--- config.mk ---
export PLATFORM = sky130hd
export DESIGN_NAME = fp_cond_sub_reduce
export DESIGN_NICKNAME = d
export VERILOG_FILES = /design/src/rtl/fp_pkg.sv /design/src/rtl/fp_serial_sub_stage.sv /design/src/rtl/single_port_mem.sv /design/src/rtl/fp_cond_sub_reduce.sv
export SDC_FILE = /design/constraint.sdc
export NUM_CORES = 1
export LEC_CHECK = 0
export BUFFER_PORTS_ARGS = -buffer_cell sky130_fd_sc_hd__buf_2
export CAP_MARGIN = 20
export CORE_ASPECT_RATIO = 1.5
export CORE_UTILIZATION = 59
export DETAILED_ROUTE_END_ITERATION = 8
export PLACE_DENSITY_LB_ADDON = 0.05
export REMOVE_ABC_BUFFERS = 1
export SYNTH_ARGS = -nofsm -noshare
export SYNTH_HDL_FRONTEND = slang
export SYNTH_SLANG_ARGS = --single-unit
--- constraint.sdc ---
create_clock -name clk -period 2.9 [get_ports clk]
set_input_delay 0.725 -clock clk [delete_from_list [all_inputs] [get_ports clk]]
set_output_delay 0.725 -clock clk [all_outputs]
set_load 0.01 [all_outputs]
--- src/rtl/fp_pkg.sv ---
// Shared definitions for the digit-serial field-reduction stages: state
// encodings, default operand geometry and the CLOG2 sizing helper.
`ifndef FP_PKG_CLOG2_DEFINED
`define FP_PKG_CLOG2_DEFINED
`define CLOG2(x) $clog2(x)
`endif

package fp_pkg;

    localparam int unsigned FP_RADIX  = 32;
    localparam int unsigned FP_DIGITS = 14;

    localparam logic [2:0] ST_IDLE     = 3'd0;
    localparam logic [2:0] ST_COLLECT  = 3'd1;
    localparam logic [2:0] ST_WAIT_CMP = 3'd2;
    localparam logic [2:0] ST_DRAIN    = 3'd3;
    localparam logic [2:0] ST_FLUSH    = 3'd4;

endpackage

--- src/rtl/fp_serial_sub_stage.sv ---
// Registered borrow-chain digit subtractor: diff = a - (sub_sel ? b : 0) - borrow.
// FP_REDUCE_BORROW_CHECK_EN exposes the combinational borrow-out of the current digit.
module fp_serial_sub_stage #(
    parameter int unsigned RADIX = 32
) (
    input  logic             clk,
    input  logic             rst_n,
    input  logic             clear_i,
    input  logic             valid_i,
    input  logic             last_i,
    input  logic             sub_sel_i,
    input  logic [RADIX-1:0] a_i,
    input  logic [RADIX-1:0] b_i,
    output logic             valid_o,
    output logic             last_o,
    output logic [RADIX-1:0] diff_o
`ifdef FP_REDUCE_BORROW_CHECK_EN
   ,output logic             borrow_nxt_o
`endif
);

    logic             valid_q;
    logic             last_q;
    logic             borrow_q;
    logic [RADIX-1:0] diff_q;
    logic [RADIX:0]   diff_w;

    // Top bit of the widened difference is the borrow into the next digit.
    assign diff_w = {1'b0, a_i}
                  - {1'b0, (sub_sel_i ? b_i : {RADIX{1'b0}})}
                  - (RADIX+1)'(borrow_q);

    always_ff @(posedge clk or negedge rst_n) begin
        if (!rst_n) begin
            valid_q  <= 1'b0;
            last_q   <= 1'b0;
            borrow_q <= 1'b0;
            diff_q   <= '0;
        end else begin
            valid_q <= valid_i;
            last_q  <= valid_i & last_i;
            if (clear_i) begin
                borrow_q <= 1'b0;
            end else if (valid_i) begin
                borrow_q <= diff_w[RADIX];
            end
            if (valid_i) begin
                diff_q <= diff_w[RADIX-1:0];
            end
        end
    end

    assign valid_o = valid_q;
    assign last_o  = last_q;
    assign diff_o  = diff_q;
`ifdef FP_REDUCE_BORROW_CHECK_EN
    assign borrow_nxt_o = diff_w[RADIX];
`endif

endmodule

--- src/rtl/single_port_mem.sv ---
// Single-port memory with registered read; contents load from INIT on reset,
// so with we_i tied low it serves as a constant ROM.
module single_port_mem #(
    parameter int unsigned    W    = 32,
    parameter int unsigned    D    = 14,
    parameter int unsigned    AW   = (D > 1) ? `CLOG2(D) : 1,
    parameter logic [W*D-1:0] INIT = '0
) (
    input  logic          clk,
    input  logic          rst_n,
    input  logic          en_i,
    input  logic          we_i,
    input  logic [AW-1:0] addr_i,
    input  logic [W-1:0]  wdata_i,
    output logic [W-1:0]  rdata_o
);

    logic [W-1:0] mem_q [D];
    logic [W-1:0] rdata_q;

    always_ff @(posedge clk or negedge rst_n) begin
        if (!rst_n) begin
            for (int unsigned i = 0; i < D; i++) begin
                mem_q[i] <= INIT[i*W +: W];
            end
            rdata_q <= '0;
        end else if (en_i) begin
            if (we_i) begin
                mem_q[addr_i] <= wdata_i;
            end else begin
                rdata_q <= mem_q[addr_i];
            end
        end
    end

    assign rdata_o = rdata_q;

endmodule

--- src/rtl/fp_cond_sub_reduce.sv ---
// Buffers a digit-serial sum, waits for the compare verdict, then re-streams
// sum - 2p (verdict set) or sum (verdict clear). Option: FP_REDUCE_BORROW_CHECK_EN.
module fp_cond_sub_reduce
    import fp_pkg::*;
#(
    parameter int unsigned              RADIX     = FP_RADIX,
    parameter int unsigned              DIGITS    = FP_DIGITS,
    parameter logic [RADIX*DIGITS-1:0]  C2P_CONST = '0
) (
    input  logic             clk,
    input  logic             rst_n,
    input  logic             start,
    input  logic             digit_in_valid,
    input  logic [RADIX-1:0] digit_in,
    input  logic             cmp_done,
    input  logic             cmp_bigger,
    input  logic             carry_in,
    output logic             digit_out_valid,
    output logic [RADIX-1:0] digit_out,
    output logic             done,
    output logic             busy
`ifdef FP_REDUCE_BORROW_CHECK_EN
   ,output logic             reduce_err
`endif
);

    localparam int unsigned AW = (DIGITS > 1) ? `CLOG2(DIGITS) : 1;
    localparam int unsigned CW = `CLOG2(DIGITS + 1);
    localparam logic [CW-1:0] WR_FULL = CW'(DIGITS);
    localparam logic [CW-1:0] WR_LAST = CW'(DIGITS - 1);
    localparam logic [AW-1:0] RD_LAST = AW'(DIGITS - 1);

    logic [2:0]       state_q,   state_d;
    logic [CW-1:0]    wr_cnt_q,  wr_cnt_d;
    logic [AW-1:0]    rd_cnt_q,  rd_cnt_d;
    logic             sub_sel_q, sub_sel_d;
    logic             got_cmp_q, got_cmp_d;
    logic             rd_valid_q, rd_valid_d;
    logic             rd_last_q,  rd_last_d;
    logic             clear_borrow;

    logic             cmp_take;
    logic             wr_fire;
    logic             rd_en;
    logic [AW-1:0]    buf_addr;
    logic [RADIX-1:0] buf_rdata;
    logic [RADIX-1:0] rom_rdata;
    logic             sub_valid_in;
    logic             sub_valid_out;
    logic             sub_last_out;

    assign cmp_take = cmp_done && ((state_q == ST_COLLECT) || (state_q == ST_WAIT_CMP));
    assign wr_fire  = digit_in_valid && (state_q == ST_COLLECT) && (wr_cnt_q < WR_FULL);
    assign rd_en    = (state_q == ST_DRAIN);
    assign buf_addr = rd_en ? rd_cnt_q : wr_cnt_q[AW-1:0];

    always_comb begin
        state_d      = state_q;
        wr_cnt_d     = wr_cnt_q;
        rd_cnt_d     = rd_cnt_q;
        sub_sel_d    = sub_sel_q;
        got_cmp_d    = got_cmp_q;
        clear_borrow = 1'b0;
        rd_valid_d   = rd_en && !start;
        rd_last_d    = rd_en && (rd_cnt_q == RD_LAST);

        if (cmp_take) begin
            sub_sel_d = cmp_bigger | carry_in;
            got_cmp_d = 1'b1;
        end

        case (state_q)
            ST_COLLECT: begin
                if (wr_fire) begin
                    wr_cnt_d = wr_cnt_q + CW'(1);
                    if (wr_cnt_q == WR_LAST) begin
                        if (got_cmp_q || cmp_done) begin
                            state_d      = ST_DRAIN;
                            rd_cnt_d     = '0;
                            clear_borrow = 1'b1;
                        end else begin
                            state_d = ST_WAIT_CMP;
                        end
                    end
                end
            end
            ST_WAIT_CMP: begin
                if (cmp_done) begin
                    state_d      = ST_DRAIN;
                    rd_cnt_d     = '0;
                    clear_borrow = 1'b1;
                end
            end
            ST_DRAIN: begin
                rd_cnt_d = rd_cnt_q + AW'(1);
                if (rd_cnt_q == RD_LAST) begin
                    state_d  = ST_FLUSH;
                    rd_cnt_d = '0;
                end
            end
            ST_FLUSH: begin
                // Last digit enters the subtractor now; done appears with it next cycle.
                if (rd_valid_q && rd_last_q) begin
                    state_d = ST_IDLE;
                end
            end
            default: begin
                state_d = state_q;
            end
        endcase

        if (start) begin
            state_d   = ST_COLLECT;
            wr_cnt_d  = '0;
            got_cmp_d = 1'b0;
        end
    end

    always_ff @(posedge clk or negedge rst_n) begin
        if (!rst_n) begin
            state_q    <= ST_IDLE;
            wr_cnt_q   <= '0;
            rd_cnt_q   <= '0;
            sub_sel_q  <= 1'b0;
            got_cmp_q  <= 1'b0;
            rd_valid_q <= 1'b0;
            rd_last_q  <= 1'b0;
        end else begin
            state_q    <= state_d;
            wr_cnt_q   <= wr_cnt_d;
            rd_cnt_q   <= rd_cnt_d;
            sub_sel_q  <= sub_sel_d;
            got_cmp_q  <= got_cmp_d;
            rd_valid_q <= rd_valid_d;
            rd_last_q  <= rd_last_d;
        end
    end

    single_port_mem #(
        .W    (RADIX),
        .D    (DIGITS),
        .AW   (AW),
        .INIT ('0)
    ) u_sum_buf (
        .clk     (clk),
        .rst_n   (rst_n),
        .en_i    (wr_fire | rd_en),
        .we_i    (wr_fire),
        .addr_i  (buf_addr),
        .wdata_i (digit_in),
        .rdata_o (buf_rdata)
    );

    single_port_mem #(
        .W    (RADIX),
        .D    (DIGITS),
        .AW   (AW),
        .INIT (C2P_CONST)
    ) u_c2p_rom (
        .clk     (clk),
        .rst_n   (rst_n),
        .en_i    (rd_en),
        .we_i    (1'b0),
        .addr_i  (rd_cnt_q),
        .wdata_i ('0),
        .rdata_o (rom_rdata)
    );

    // A start while digits are in flight drops them so the aborted op never signals done.
    assign sub_valid_in = rd_valid_q && !start;

`ifdef FP_REDUCE_BORROW_CHECK_EN
    logic final_borrow;
    logic carry_q;
    logic reduce_err_q;
`endif

    fp_serial_sub_stage #(
        .RADIX (RADIX)
    ) u_sub (
        .clk          (clk),
        .rst_n        (rst_n),
        .clear_i      (clear_borrow),
        .valid_i      (sub_valid_in),
        .last_i       (rd_last_q),
        .sub_sel_i    (sub_sel_q),
        .a_i          (buf_rdata),
        .b_i          (rom_rdata),
        .valid_o      (sub_valid_out),
        .last_o       (sub_last_out),
        .diff_o       (digit_out)
`ifdef FP_REDUCE_BORROW_CHECK_EN
       ,.borrow_nxt_o (final_borrow)
`endif
    );

`ifdef FP_REDUCE_BORROW_CHECK_EN
    always_ff @(posedge clk or negedge rst_n) begin
        if (!rst_n) begin
            carry_q      <= 1'b0;
            reduce_err_q <= 1'b0;
        end else begin
            if (cmp_take) begin
                carry_q <= carry_in;
            end
            if (start) begin
                reduce_err_q <= 1'b0;
            end else if (sub_valid_in && rd_last_q) begin
                reduce_err_q <= sub_sel_q & final_borrow & ~carry_q;
            end
        end
    end

    assign reduce_err = reduce_err_q;
`endif

    assign digit_out_valid = sub_valid_out;
    assign done            = sub_valid_out & sub_last_out;
    assign busy            = (state_q != ST_IDLE);

endmodule

==> metrics.md <==
| Metric | Value |
|---|---|
| Number of global-route vias before repair | `16620` |
| Cell count after placement | `approximately 2400` |
| Stages on worst setup path | `7` |
| DRT Pass-1 Iters | `7` |
| # DRC | `0` |
| Reg area | `13240 um^2` |
| CP peak stage delay | `between 0.4 and 0.5 ns` |
| Max Root-Sink Buffers | `3` |
| Setup ws final | `0.1864 ns` |
| Count of different cell masters after synthesis | `53` |
| DRT iter0 DRCs | `1190` |
| Worst setup SP type | `flip-flop` |
| Post-synth EDFFs | `0` |
| Final Hold Viols | `0` |
| Worst Path Required | `3.38 ns` |
| Clock Skew | `about 0.012 ns` |
| VDD IR max | `0.0004918 V` |
| Root Driver | `clkbuf_16` |
| Post-Route WL | `64530 um` |
| Crit-path slowest cell | `dfrtp_1` |
| P per Cell Area | `633.0 nW/um^2` |
| Worst path buffer plus inverter count | `2` |
| Post-synthesis register bit count | `529` |
| Reg-to-reg slack, setup | `0.19 ns` |
| CTS sink cnt | `~530` |
| NumNets Final | `1978` |
| Pre-CTS setup slack | `approximately 0.23 ns` |
| H-tree level count | `2` |
| Clock transition at path regs | `0.07 ns` |
| # rows | `90` |
| Area growth syn-to-layout | `13.54%` |
| Global-route wire length before repair | `about 100000 um` |
| Max Freq | `368.5 MHz` |
| Setup TNS | `0 ns` |
| CTS Buf Count | `50` |
| Worst Path Max Fanout | `14` |
| Hold slack | `0.1289 ns` |
| Main synth FF type | `dfrtp_1` |
| Multi-input logic area | `about 11000 um^2` |
| DRT antenna net count | `0` |
| Gp weighted congestion | `0.8778` |
| Setup Fix Bufs, Post-CTS | `0` |
| CP startpoint | `state_q[2]` |
| CP arrival | `3.19 ns` |
| Antenna diode count | `0` |
| Setup crit end kind | `flip-flop` |
| Tot Pwr | `between 15 and 20 mW` |
| Max Cap Viol | `0` |
| Die ar. | `42180 um^2` |
| Placed standard-cell area | `about 26000 um^2` |
| Reg-to-Reg End | `u_sum_buf.mem_q[304]` |
| Area of the mapped netlist | `around 24000 um^2` |
| CTS resizes | `0` |
| Synth warn | `0` |
| Crit path top cell by count | `buf_4` |
| Min-delay worst type | `primary input to asynchronous set/reset pin` |
| Sequential area share after synthesis | `about 54%` |
| Clk Latency, worst-skew pair | `0.60 ns` |
| Final Critical Period | `2.714 ns` |
| Starting Density | `between 60% and 70%` |
| WL per Instance | `26.03 um` |
| Fin crit share | `between 90 and 100%` |
| Post-Layout Inst Area | `27690 um^2` |
| Slew @ Worst Pin | `roughly 0.80 ns` |
| Crit Reg-Reg Startpoint | `state_q[2]` |
| TritonCTS clock tree | `done` |
| RSZ-0062 raised after global routing | `false` |
| HPWL after DPL | `39630 um` |
| Non-filler cells, final | `2479` |
| R2r worst-path depth | `7` |
| Asr flop ratio synth | `100.0%` |
| PortBufs | `71` |
| Crit Path Class | `flip-flop to flip-flop` |
| Die width | `168.0 um` |
| Relative slew margins | `46.09%` |
| Crit-path leading delay family | `simple AND/OR/NAND/NOR gates` |
| Via Count | `15970` |
| Hold buffers post-CTS | `0` |
| Lkg Pwr | `roughly 13 nW` |
| Routed vias/inst | `6.442` |
| CORE AREA | `40540 um^2` |
| I/O pin count | `74` |
| Final setup viols | `0` |
| Die Ht | `251.0 um` |
| Largest net degree at the start of global routing | `73` |
| Final core occ | `68.31%` |
| Ratio of cells with drive above 1 in the final layout | `37.91%` |
| GRT Overall Usage | `31.51%` |
| Slew Limit Fails | `0` |
| Syn Inst Count | `1876` |
| Antenna violations before repair | `1` |
| Fill count | `2960` |
| CP cell instances | `and3b_2 -> buf_4 -> nor4b_1 -> a21oi_1 -> nand2b_2 -> buf_4 -> mux2_2` |
| Status | `finished clean` |
| Gr ovfl total | `0` |
| Avg Cell Area, Syn | `approximately 13 um^2` |
[Yosys cell counts, types with 2 or more instances]
master	n	share of area [%]
a21oi_1	34	0.70
a22oi_1	33	1.0
a31oi_1	5	0.13
and2_1	3	0.077
buf_1	7	0.11
buf_2	64	1.3
clkbuf_1	89	1.4
dfrtp_1	529	54
ha_1	6	0.31
inv_1	6	0.092
mux2_1	10	0.46
mux2_2	471	22
mux2i_1	164	6.7
nand2_1	80	1.2
nand2b_1	39	1.0
nand3_1	9	0.18
nand3b_1	7	0.22
nand4_1	4	0.10
nand4b_1	3	0.11
nor2_1	36	0.55
nor3_1	10	0.21
nor4_1	4	0.10
nor4_4	2	0.17
o21ai_0	68	1.4
o221ai_1	33	1.2
o22ai_1	64	1.6
o31ai_1	2	0.062
o32a_1	32	1.3
or3_1	4	0.10
or4_1	5	0.15
or4b_1	3	0.12
xnor2_1	12	0.43
xor2_1	18	0.65
[sequential cells by signal, indices dropped and copies added, names as in the netlist]
name	flops
state_q	3
wr_cnt_q	4
got_cmp_q	1
u_sum_buf.rdata_o	32
u_sub.valid_o	1
u_sum_buf.mem_q	448
rd_last_q	1
u_sub.diff_o	32
u_sub.borrow_q	1
rd_valid_q	1
u_sub.last_o	1
rd_cnt_q	4
[worst max-delay path by stage]
stage                                        to
after floorplan           u_sum_buf.rdata_o[11]
after global placement           u_sub.borrow_q
after detailed placement         u_sub.borrow_q
after CTS                        u_sub.borrow_q
after global routing             u_sub.borrow_q
final                      u_sum_buf.mem_q[304]
[logic make-up after synthesis]
group	Yosys count	share of synthesized area, %
compound gates	278	7.664
xor+xnor	30	1.077
fa+ha+maj	6	0.3078
buf+inv	168	2.919
flops	529	54.27
mux	646	29.03
simple gates	219	4.735
[report_power, final]
group / internal, mW / switching [mW]
sequential: 8.19 / 0.410
combinational: 1.06 / 0.948
clock: 4.06 / 2.86
[placed cells by master (no fill, tap or decap), types with 32 or more instances in the layout]
cell,n
nand2_1,77
mux2i_1,163
o221ai_1,33
a21oi_1,34
o32a_1,32
o22ai_1,64
dfrtp_1,527
mux2_2,471
buf_4,62
clkbuf_16,50
buf_2,70
o21ai_0,68
nand2b_1,35
buf_12,33
a22oi_1,33
[layout make-up]
class,count,area share [%]
Tap cell,506,2.286
Timing Repair Buffer,166,5.385
Multi-Input combinational cell,1179,38.14
Inverter,7,0.09488
Clock buffer,70,5.150
Clock inverter,22,1.129
Sequential cell,529,47.81
[metal layers]
| metal | vias up | global-route usage [%] | routed length, um |
|---|---|---|---|
| met4 | 2 | 12.45 | 2397 |
| met3 | 148 | 3.826 | 3161 |
| li1 | 6941 | - | - |
| met1 | 8405 | 41.43 | 26930 |
| met5 | - | 0 | 8 |
| met2 | 474 | 53.31 | 32040 |
No activity file was read; power rests on OpenSTA's default activity.
